`src/rtl/game_pkg.sv`:
```
// ============================================================================
// Module      : game_pkg
// Description : Screen geometry, sprite size and colour type shared by sprites.
// Revision    : 1.0
// ============================================================================
`default_nettype none

package game_pkg;

    localparam int SCREEN_W   = 160;
    localparam int SCREEN_H   = 120;
    localparam int SPRITE_DIM = 4;

    typedef logic [2:0] colour_t;

    localparam colour_t COLOUR_BLACK = 3'b000;

endpackage

`default_nettype wire

```
`src/rtl/enemy_lfsr.sv`:
```
// ============================================================================
// Module      : enemy_lfsr
// Description : 8-bit Galois LFSR, x^8+x^6+x^5+x^4+1, steps once per enable.
// Revision    : 1.0
// ============================================================================
`default_nettype none

module enemy_lfsr #(
    parameter logic [7:0] SEED = 8'hA5
) (
    input  logic       clock,
    input  logic       resetn,
    input  logic       en_i,
    output logic [7:0] lfsr_o
);

    logic [7:0] lfsr_q;
    logic [7:0] lfsr_d;

    // Right-shifting Galois form: the bit shifted out is folded into taps 7,5,4,3.
    always_comb begin
        lfsr_d = lfsr_q;
        if (en_i) begin
            lfsr_d = {lfsr_q[0],
                      lfsr_q[7],
                      lfsr_q[6] ^ lfsr_q[0],
                      lfsr_q[5] ^ lfsr_q[0],
                      lfsr_q[4] ^ lfsr_q[0],
                      lfsr_q[3],
                      lfsr_q[2],
                      lfsr_q[1]};
        end
    end

    always_ff @(posedge clock) begin
        if (!resetn) begin
            lfsr_q <= SEED;
        end else begin
            lfsr_q <= lfsr_d;
        end
    end

    assign lfsr_o = lfsr_q;

endmodule

`default_nettype wire

```
`src/rtl/enemy2_datapath.sv`:
```
// ============================================================================
// Module      : enemy2_datapath
// Description : Enemy-2 sprite position/colour, 4x4 pixel sweep, delay timer.
// Revision    : 1.0
// ============================================================================
`default_nettype none

module enemy2_datapath
    import game_pkg::*;
#(
    parameter logic [7:0] X_INIT     = 8'd20,
    parameter logic [6:0] Y_INIT     = 7'd0,
    parameter logic [6:0] Y_BOTTOM   = 7'd110,
    parameter logic [7:0] X_MAX      = 8'd156,
    parameter int         PRESCALE_W = 20,
    parameter logic [7:0] LFSR_SEED  = 8'hA5
) (
    input  logic       clock,
    input  logic       resetn,
    input  logic       choice,
    input  logic [1:0] num,
    input  logic [2:0] colour_in,
    input  logic       loadX,
    input  logic       loadY,
    input  logic       load_colour,
    input  logic       load_black,
    input  logic       plot,
    input  logic       en_counter,
    input  logic       en_delay_counter,
    input  logic       reset_delay,
    input  logic       en_reset,
    output logic [7:0] X,
    output logic [6:0] Y,
    output logic [3:0] cnt,
    output logic [3:0] delay_cnt,
    output logic [7:0] vga_x,
    output logic [6:0] vga_y,
    output logic [2:0] vga_colour,
    output logic       vga_plot
);

    localparam logic [7:0] c_X_SPAN = X_MAX + 8'd1;

    logic                  en;
    logic [7:0]            lfsr;
    logic [7:0]            x_rand;
    logic [7:0]            px;
    logic [6:0]            py;
    colour_t               pix_colour;

    logic [7:0]            x_q,         x_d;
    logic [6:0]            y_q,         y_d;
    colour_t               colour_q,    colour_d;
    logic [3:0]            cnt_q,       cnt_d;
    logic [3:0]            delay_q,     delay_d;
    logic [PRESCALE_W-1:0] presc_q,     presc_d;
    logic [7:0]            vga_x_q,     vga_x_d;
    logic [6:0]            vga_y_q,     vga_y_d;
    colour_t               vga_col_q,   vga_col_d;
    logic                  vga_plot_q,  vga_plot_d;

    assign en = (num[0] == choice);

    enemy_lfsr #(
        .SEED   (LFSR_SEED)
    ) u_lfsr (
        .clock  (clock),
        .resetn (resetn),
        .en_i   (en),
        .lfsr_o (lfsr)
    );

    // Fold the 0..255 LFSR range onto legal sprite columns 0..X_MAX.
    assign x_rand     = (lfsr > X_MAX) ? (lfsr - c_X_SPAN) : lfsr;
    assign px         = x_q + {6'd0, cnt_q[1:0]};
    assign py         = y_q + {5'd0, cnt_q[3:2]};
    assign pix_colour = load_black ? COLOUR_BLACK : colour_q;

    always_comb begin
        x_d        = x_q;
        y_d        = y_q;
        colour_d   = colour_q;
        cnt_d      = cnt_q;
        delay_d    = delay_q;
        presc_d    = presc_q;
        vga_x_d    = vga_x_q;
        vga_y_d    = vga_y_q;
        vga_col_d  = vga_col_q;
        vga_plot_d = 1'b0;

        if (en) begin
            if (load_colour) begin
                colour_d = colour_in;
            end

            if (en_reset) begin
                x_d = X_INIT;
                y_d = Y_INIT;
            end else begin
                if (loadX) begin
                    x_d = x_rand;
                end
                if (loadY) begin
                    y_d = (y_q == Y_BOTTOM) ? Y_INIT : (y_q + 7'd1);
                end
            end

            if (en_reset) begin
                cnt_d = 4'd0;
            end else if (en_counter) begin
                cnt_d = cnt_q + 4'd1;
            end

            // delay_cnt ticks on prescaler wrap and saturates at 15.
            if (en_reset || !reset_delay) begin
                presc_d = '0;
                delay_d = 4'd0;
            end else if (en_delay_counter) begin
                presc_d = presc_q + 1'b1;
                if ((&presc_q) && (delay_q != 4'd15)) begin
                    delay_d = delay_q + 4'd1;
                end
            end

            vga_x_d    = px;
            vga_y_d    = py;
            vga_col_d  = pix_colour;
            vga_plot_d = plot;
        end
    end

    always_ff @(posedge clock) begin
        if (!resetn) begin
            x_q        <= X_INIT;
            y_q        <= Y_INIT;
            colour_q   <= COLOUR_BLACK;
            cnt_q      <= 4'd0;
            delay_q    <= 4'd0;
            presc_q    <= '0;
            vga_x_q    <= 8'd0;
            vga_y_q    <= 7'd0;
            vga_col_q  <= COLOUR_BLACK;
            vga_plot_q <= 1'b0;
        end else begin
            x_q        <= x_d;
            y_q        <= y_d;
            colour_q   <= colour_d;
            cnt_q      <= cnt_d;
            delay_q    <= delay_d;
            presc_q    <= presc_d;
            vga_x_q    <= vga_x_d;
            vga_y_q    <= vga_y_d;
            vga_col_q  <= vga_col_d;
            vga_plot_q <= vga_plot_d;
        end
    end

    assign X          = x_q;
    assign Y          = y_q;
    assign cnt        = cnt_q;
    assign delay_cnt  = delay_q;
    assign vga_x      = vga_x_q;
    assign vga_y      = vga_y_q;
    assign vga_colour = vga_col_q;
    assign vga_plot   = vga_plot_q;

endmodule

`default_nettype wire

```
`config.mk`:
```
export PLATFORM = sky130hd
export DESIGN_NAME = enemy2_datapath
export DESIGN_NICKNAME = d
export VERILOG_FILES = /design/src/rtl/game_pkg.sv /design/src/rtl/enemy_lfsr.sv /design/src/rtl/enemy2_datapath.sv
export SDC_FILE = /design/constraint.sdc
export NUM_CORES = 1
export LEC_CHECK = 0
export CORE_UTILIZATION = 57
export DETAILED_ROUTE_END_ITERATION = 7
export GPL_TIMING_DRIVEN = 0
export MAX_ROUTING_LAYER = met4
export PLACE_DENSITY = 0.94
export SLEW_MARGIN = 30
export SYNTH_ARGS = -nofsm -noshare
export SYNTH_HDL_FRONTEND = slang
export SYNTH_SLANG_ARGS = --single-unit
```
`constraint.sdc`:
```
create_clock -name clock -period 3.25 [get_ports clock]
set_clock_uncertainty 0.15 [all_clocks]
set_input_delay 0.8125 -clock clock [delete_from_list [all_inputs] [get_ports clock]]
set_output_delay 0.8125 -clock clock [all_outputs]
set_load 0.005 [all_outputs]
```
==> reports/metrics.csv, run 1 <==
stage;metric;value;unit
power;VDD IR max;0.3359;mV
power;static leakage;1.465;nW
outcome;status;finished clean;
drt;Final Routed Wirelength;8.813;mm
final_layout;area delta synth->final;23.69;%
drt;First-pass DRT Iterations;5;
synthesis;post-synthesis instance area;3475;sq um
drt;Final ANT Viol Nets;0;
global_routing;first-pass GRT wire length;14.26;mm
synthesis;synthesized netlist cell count;406;
clock_network;Root Buffer;clkbuf_8;
sta;worst slew pin tran;825.8;ps
placed_design;DP Worst Slack;125.2;ps
final_layout;Final Cell Area;4298;sq um
placed_design;Placed Cells;537;
floorplanning;die height;80.08;um
drt;WL per Instance;16.02;um
final_layout;Util after Layout;73.02;%
floorplanning;width of the die;80.08;um
floorplanning;Die ar.;6412;sq um
final_layout;fin cells;550;
final_layout;fillcell total;432;
clock_network;Hold Buf Count CTS;0;
sta;relative slew slack;44.17;%
placed_design;HPWL Detailed;6.229;mm
sta;Final Hold Fails;0;
sta;hold slack;310.5;ps
synthesis;post-synth net total;436;
final_layout;number of diodes;0;
floorplanning;row cnt;28;
global_routing;grt total ovfl;0;
placed_design;GP Congestion;1.006;
worst_hold_path;min-delay worst type;reg -> reg;
sta;fmax;0.3580;GHz
drt;vias per inst;5.860;
clock_network;Post-CTS Resized;0;
worst_setup_path;WP data required;3340;ps
drt;DRT iter0 DRCs;217;
clock_network;Worst-Skew Late Latency;350;ps
final_layout;Nets;503;
synthesis;Yosys warning count;0;
floorplanning;CORE AREA;5886;sq um
worst_setup_path;CP Launch Type;primary input;
worst_setup_path;critical path peak fanout;10;
sta;Fin Setup TNS;0;ps
floorplanning;io pins;59;
synthesis;register area share after synthesis;42.06;%
clock_network;Clock Path Buffers;2;
synthesis;Post-synth ARST share;0;%
synthesis;EDFF count, synth;0;
clock_network;Num CTS Buffers;9;
global_routing;vias in the first global route;3102;
job;total of max-cap violations;0;
power;pwr dens;438.2;nW/um^2
clock_network;post-CTS setup buffers;0;
sta;setup slack after layout;456.9;ps
floorplanning;Starting Density;59.03;%
worst_setup_path;Worst Setup End Kind;flop;
clock_network;# H-tree levels;3;
placed_design;Area after DPL;4129;sq um
sta;final worst-path cycle share;85.94;%
final_layout;fraction of layout cells with a size suffix above 1;4.421;%
global_routing;All-Layer GR Usage;29.76;%
synthesis;#FFs+latches synth;73;
clock_network;CTS Sinks;73;
sta;RSZ-0062 raised after global routing;false;
clock_network;CTS tree;done;
synthesis;synthesized area per cell;8.558;sq um
drt;vias post-DR;3223;
placed_design;IO buf count;56;
power;Power Total;1.883;mW
drt;drt drc;0;
synthesis;Top FF cell, synth;dfxtp_1;
worst_setup_path;Worst Path Arrival;2880;ps
sta;Final setup viols;0;
synthesis;Yosys cell types;52;
global_routing;initial antenna violation count;0;
clock_network;clock slew at reported path FFs;70;ps
worst_setup_path;crit path kind;in -> reg;
sta;fin crit period;2793;ps
sta;Final Max Tran Viols;0;
global_routing;pin count of the biggest net entering global routing;11;
-- synthesized netlist by cell type, drive strengths merged, types with 6 or more instances --
| cell type | instances | share of area (%) |
|---|---|---|
| ha | 11 | 4.0 |
| xnor2 | 24 | 6.0 |
| a211oi | 10 | 2.2 |
| dfxtp | 73 | 42 |
| nor3 | 6 | 0.86 |
| xor2 | 12 | 3.0 |
| nand4 | 7 | 1.7 |
| a21oi | 31 | 4.5 |
| or3 | 7 | 1.3 |
| nand2 | 42 | 4.5 |
| nand3 | 20 | 2.9 |
| inv | 9 | 0.97 |
| clkbuf | 20 | 2.2 |
| nor2 | 47 | 5.1 |
| o21ai | 21 | 3.0 |
-- worst max-delay path, cell delays in order --
cell,delay (ps)
clkdlybuf4s50_1,450
xnor2_1,370
clkbuf_1,430
clkbuf_1,430
nor2_1,90
a211oi_1,300
-- kinds of logic after synthesis --
family                     synth area share, %
and+or+nand+nor                          25.03
AOI/OAI and AO/OA                        14.55
DFF                                      42.06
adders and majority gates                5.113
xor gates and xnor gates                 9.074
buffers and inverters                    3.565
muxes                                   0.6122
-- flip-flops by register name (all words and copies together), names as in the netlist, 4 cells and up --
signal,cells
vga_y,7
u_lfsr.lfsr_o,8
Y,7
presc_q,20
cnt,4
X,8
delay_cnt,4
vga_x,8
-- worst paths after layout --
check	startpoint	endpoint	slack (ps)	depth (start not counted)
setup / recovery	choice	u_lfsr.lfsr_o[4]$_SDFFE_PN0P_	460	6
hold / removal	vga_colour[2]$_SDFFE_PN0P_	vga_colour[2]$_SDFFE_PN0P_	310	2
setup reg to reg	u_lfsr.lfsr_o[0]$_SDFFE_PN1P_	X[4]$_SDFFE_PN1P_	740	8
hold reg to reg	vga_colour[2]$_SDFFE_PN0P_	vga_colour[2]$_SDFFE_PN0P_	310	2
-- report_power, final --
| group | leakage [nW] | switching [mW] | internal, mW |
|---|---|---|---|
| combinational | 0.784 | 0.148 | 0.120 |
| clock | 0.0875 | 0.319 | 0.328 |
| sequential | 0.594 | 0.0377 | 0.930 |
-- placed cells by master, fill, tap and decap left out, types with 4 or more instances in the layout --
| cell type | synthesis | routed |
|---|---|---|
| a211oi_1 | 10 | 10 |
| a21oi_1 | 31 | 31 |
| and4_1 | 4 | 4 |
| clkbuf_1 | 20 | 21 |
| clkbuf_8 | 0 | 12 |
| clkdlybuf4s50_1 | 0 | 56 |
| dfxtp_1 | 73 | 73 |
| ha_1 | 11 | 11 |
| inv_1 | 9 | 9 |
| nand2_1 | 42 | 42 |
| nand3_1 | 20 | 20 |
| nand3b_1 | 5 | 5 |
| nand4_1 | 6 | 6 |
| nand4b_1 | 5 | 5 |
| nor2_1 | 46 | 46 |
| nor2b_1 | 5 | 5 |
| nor3_1 | 6 | 6 |
| o211ai_1 | 5 | 5 |
| o21ai_0 | 20 | 20 |
| or3_1 | 6 | 6 |
| xnor2_1 | 24 | 24 |
| xor2_1 | 12 | 12 |
-- cell type report --
cell class                      count  area [sq um]  area share (%)
Buffer                             21         86.33           2.009
Clock buffer                       13         168.9           3.930
Inverter                           10         37.54          0.8734
Multi-Input combinational cell    302          1889           43.96
Sequential cell                    73          1461           34.00
Tap cell                           75         93.84           2.183
Timing Repair Buffer               56         560.5           13.04
-- per-layer routing --
metal  GRT usage, %  part of all wire [%]
met5              -                     0
met4          12.32                   1.9
met2          48.55                    48
met3          6.818                   7.1
met1          35.42                    43
No activity file was read; power rests on OpenSTA's default activity.
==> run 2, diff against run 1 <==
- ABC_CLOCK_PERIOD_IN_PS: not set -> 3250
- CORE_MARGIN: not set -> 3
- SLEW_MARGIN: 30 -> 20
==> reports/metrics.csv, run 2 (synthesis gave the netlist of run 1 again) <==
stage;metric;value;unit;change
sta;RSZ-0062 raised after global routing;false;;unchanged
worst_setup_path;CP Launch Type;primary input;;unchanged
clock_network;clock slew at reported path FFs;70;ps;about the same
worst_setup_path;crit path cell chain;clkdlybuf4s50_1 > xnor2_1 > nand3b_1 > clkbuf_1 > o32ai_1 > a21boi_0 > o21a_1;;was clkdlybuf4s50_1 > xnor2_1 > clkbuf_1 > clkbuf_1 > nor2_1 > a211oi_1
final_layout;area delta synth->final;24.31;%;was 23.69%
global_routing;first-pass GRT wire length;15.89;mm;was 14.26 mm
final_layout;flip-flop and latch area;1461;sq um;unchanged
floorplanning;die height;84.08;um;was 80.08 um
drt;Final Routed Wirelength;9.430;mm;was 8.813 mm
clock_network;Root Buffer;clkbuf_8;;unchanged
sta;Final Max Tran Viols;0;;unchanged
drt;WL per Instance;17.18;um;was 16.02 um
clock_network;Post-CTS Resized;0;;unchanged
outcome;status;finished clean;;unchanged
final_layout;fraction of layout cells with a size suffix above 1;5.031;%;was 4.421%
worst_setup_path;Worst Path Arrival;2970;ps;was 2880 ps
sta;fin crit period;2862;ps;was 2793 ps
job;total of max-cap violations;0;;unchanged
global_routing;pin count of the biggest net entering global routing;13;;was 11
global_routing;vias in the first global route;3405;;was 3102
drt;vias post-DR;3363;;was 3223
final_layout;Reg with most FFs;presc_q;;unchanged
worst_setup_path;crit path from;choice;;unchanged
final_layout;fin cells;549;;was 550
drt;Final ANT Viol Nets;0;;unchanged
global_routing;initial antenna violation count;0;;unchanged
worst_setup_path;r2r startpoint;u_lfsr.lfsr_o[0]$_SDFFE_PN1P_;;unchanged
global_routing;grt total ovfl;0;;unchanged
worst_setup_path;worst setup path end;delay_cnt[2]$_SDFFE_PN0P_;;was u_lfsr.lfsr_o[4]$_SDFFE_PN0P_
clock_network;post-CTS setup buffers;0;;unchanged
worst_setup_path;WP data required;3360;ps;was 3340 ps
clock_network;Num CTS Buffers;9;;unchanged
placed_design;Placed Cells;534;;was 537
floorplanning;row cnt;27;;was 28
worst_setup_path;Worst path slowest cell;clkdlybuf4s50_1;;unchanged
drt;DRT iter0 DRCs;314;;was 217
worst_setup_path;setup slack, reg-to-reg;670;ps;was 740 ps
placed_design;HPWL Detailed;6.483;mm;was 6.229 mm
power;pwr dens;453.4;nW/um^2;was 438.2 nW/um^2
sta;relative slew slack;43.37;%;was 44.17%
final_layout;number of diodes;0;;unchanged
floorplanning;CORE AREA;5709;sq um;was 5886 sq um
sta;fmax;0.3494;GHz;was 0.3580 GHz
clock_network;# H-tree levels;3;;unchanged
power;Power Total;1.958;mW;was 1.883 mW
final_layout;fillcell total;417;;was 432
final_layout;Largest register FFs;20;;unchanged
drt;drt drc;0;;unchanged
power;static leakage;1.476;nW;was 1.465 nW
clock_network;Hold Buf Count CTS;0;;unchanged
final_layout;Nets;503;;unchanged
floorplanning;io pins;59;;unchanged
final_layout;commonest non-fill, non-tap cell in the layout;dfxtp_1;;unchanged
placed_design;DP Worst Slack;60.51;ps;was 125.2 ps
worst_setup_path;crit path kind;in -> reg;;unchanged
placed_design;IO buf count;56;;unchanged
sta;Final setup viols;0;;unchanged
drt;vias per inst;6.126;;was 5.860
power;VDD IR max;0.3871;mV;was 0.3359 mV
global_routing;All-Layer GR Usage;28.53;%;was 29.76%
worst_setup_path;slowest cell delay on critical path;450;ps;about the same
sta;worst slew pin tran;837.7;ps;was 825.8 ps
sta;final worst-path cycle share;88.05;%;was 85.94%
worst_setup_path;r2r worst-path depth;8;;unchanged
sta;setup slack after layout;388.4;ps;was 456.9 ps
final_layout;commonest non-fill, non-tap cells in the layout;dfxtp_1 (73), clkdlybuf4s50_1 (56), nor2_1 (46), nand2_1 (42), a21oi_1 (31);;unchanged
sta;Final Hold Fails;0;;unchanged
clock_network;Clock Path Buffers;2;;unchanged
final_layout;multi-input logic area;1889;sq um;unchanged
clock_network;Worst-Skew Late Latency;360;ps;was 350 ps
worst_setup_path;Worst Setup End Kind;flop;;unchanged
worst_hold_path;min-delay worst type;reg -> reg;;unchanged
floorplanning;Starting Density;60.86;%;was 59.03%
sta;Fin Setup TNS;0;ps;unchanged
floorplanning;Die ar.;7069;sq um;was 6412 sq um
clock_network;CTS Sinks;73;;unchanged
placed_design;GP Congestion;0.8849;;was 1.006
floorplanning;width of the die;84.08;um;was 80.08 um
worst_setup_path;Worst R2R End;X[4]$_SDFFE_PN1P_;;unchanged
clock_network;CTS tree;done;;unchanged
worst_setup_path;critical path peak fanout;10;;unchanged
drt;First-pass DRT Iterations;5;;unchanged
[run 2: changes by cell type in the layout (fill, tap and decap cells not counted)]
cell,before,now
clkinv_2,0,2
clkbuf_8,12,10
bufinv_16,0,1
clkinv_4,0,1
clkinvlp_4,0,1
clkbuf_1,21,20
[run 2: worst min path at each step]
stage	slack [ps]	startpoint	to	cells after the start
global placement	290	vga_colour[1]$_SDFFE_PN0P_	vga_colour[1]$_SDFFE_PN0P_	2
detailed placement	300	vga_colour[2]$_SDFFE_PN0P_	vga_colour[2]$_SDFFE_PN0P_	2
global route	340	vga_colour[2]$_SDFFE_PN0P_	vga_colour[2]$_SDFFE_PN0P_	2
CTS	310	vga_colour[2]$_SDFFE_PN0P_	vga_colour[2]$_SDFFE_PN0P_	2
finish	300	vga_colour[1]$_SDFFE_PN0P_	vga_colour[1]$_SDFFE_PN0P_	2
floorplan	290	colour_q[0]$_SDFFE_PN0P_	colour_q[0]$_SDFFE_PN0P_	2
[run 2: area by class of cell]
cell class | count | share of cell area (%)
clock inverters | 5 | 1.304
repair buffers | 56 | 12.98
inverters | 10 | 0.8691
multi-input cells | 302 | 43.74
well taps | 72 | 2.086
clock buffers | 10 | 3.187
plain buffers | 21 | 1.999
flip-flops and latches | 73 | 33.84
[run 2: metal layers]
metal	global-route usage, %	up-vias	routed length (um)
met4	10.96	0	278
met3	7.601	40	704
li1	-	1560	-
met1	33.44	1597	3911
met5	-	-	0
met2	46.63	166	4536
[run 2: worst max-delay path, delay by kind of cell]
family	cells	cell delay, ps
buf+inv	2	730
xor+xnor	1	400
compound gates	3	800
simple gates	1	220
[run 2: stage by stage]
stage	cell area (sq um)	utilization [%]	hold WS [ps]
2_1_floorplan	3475	-	286.4
4_1_cts	4319	75.65	307.5
6_report	4319	75.65	303.8
3_5_place_dp	4125	72.26	295.4
5_1_grt	4319	75.65	337.0
3_3_place_gp	4125	72.26	289.3
[run 2: power by group]
group / internal, mW / total, mW / switching (mW)
registers: 0.930 / 0.968 / 0.0381
clock network: 0.369 / 0.718 / 0.348
logic: 0.120 / 0.273 / 0.152
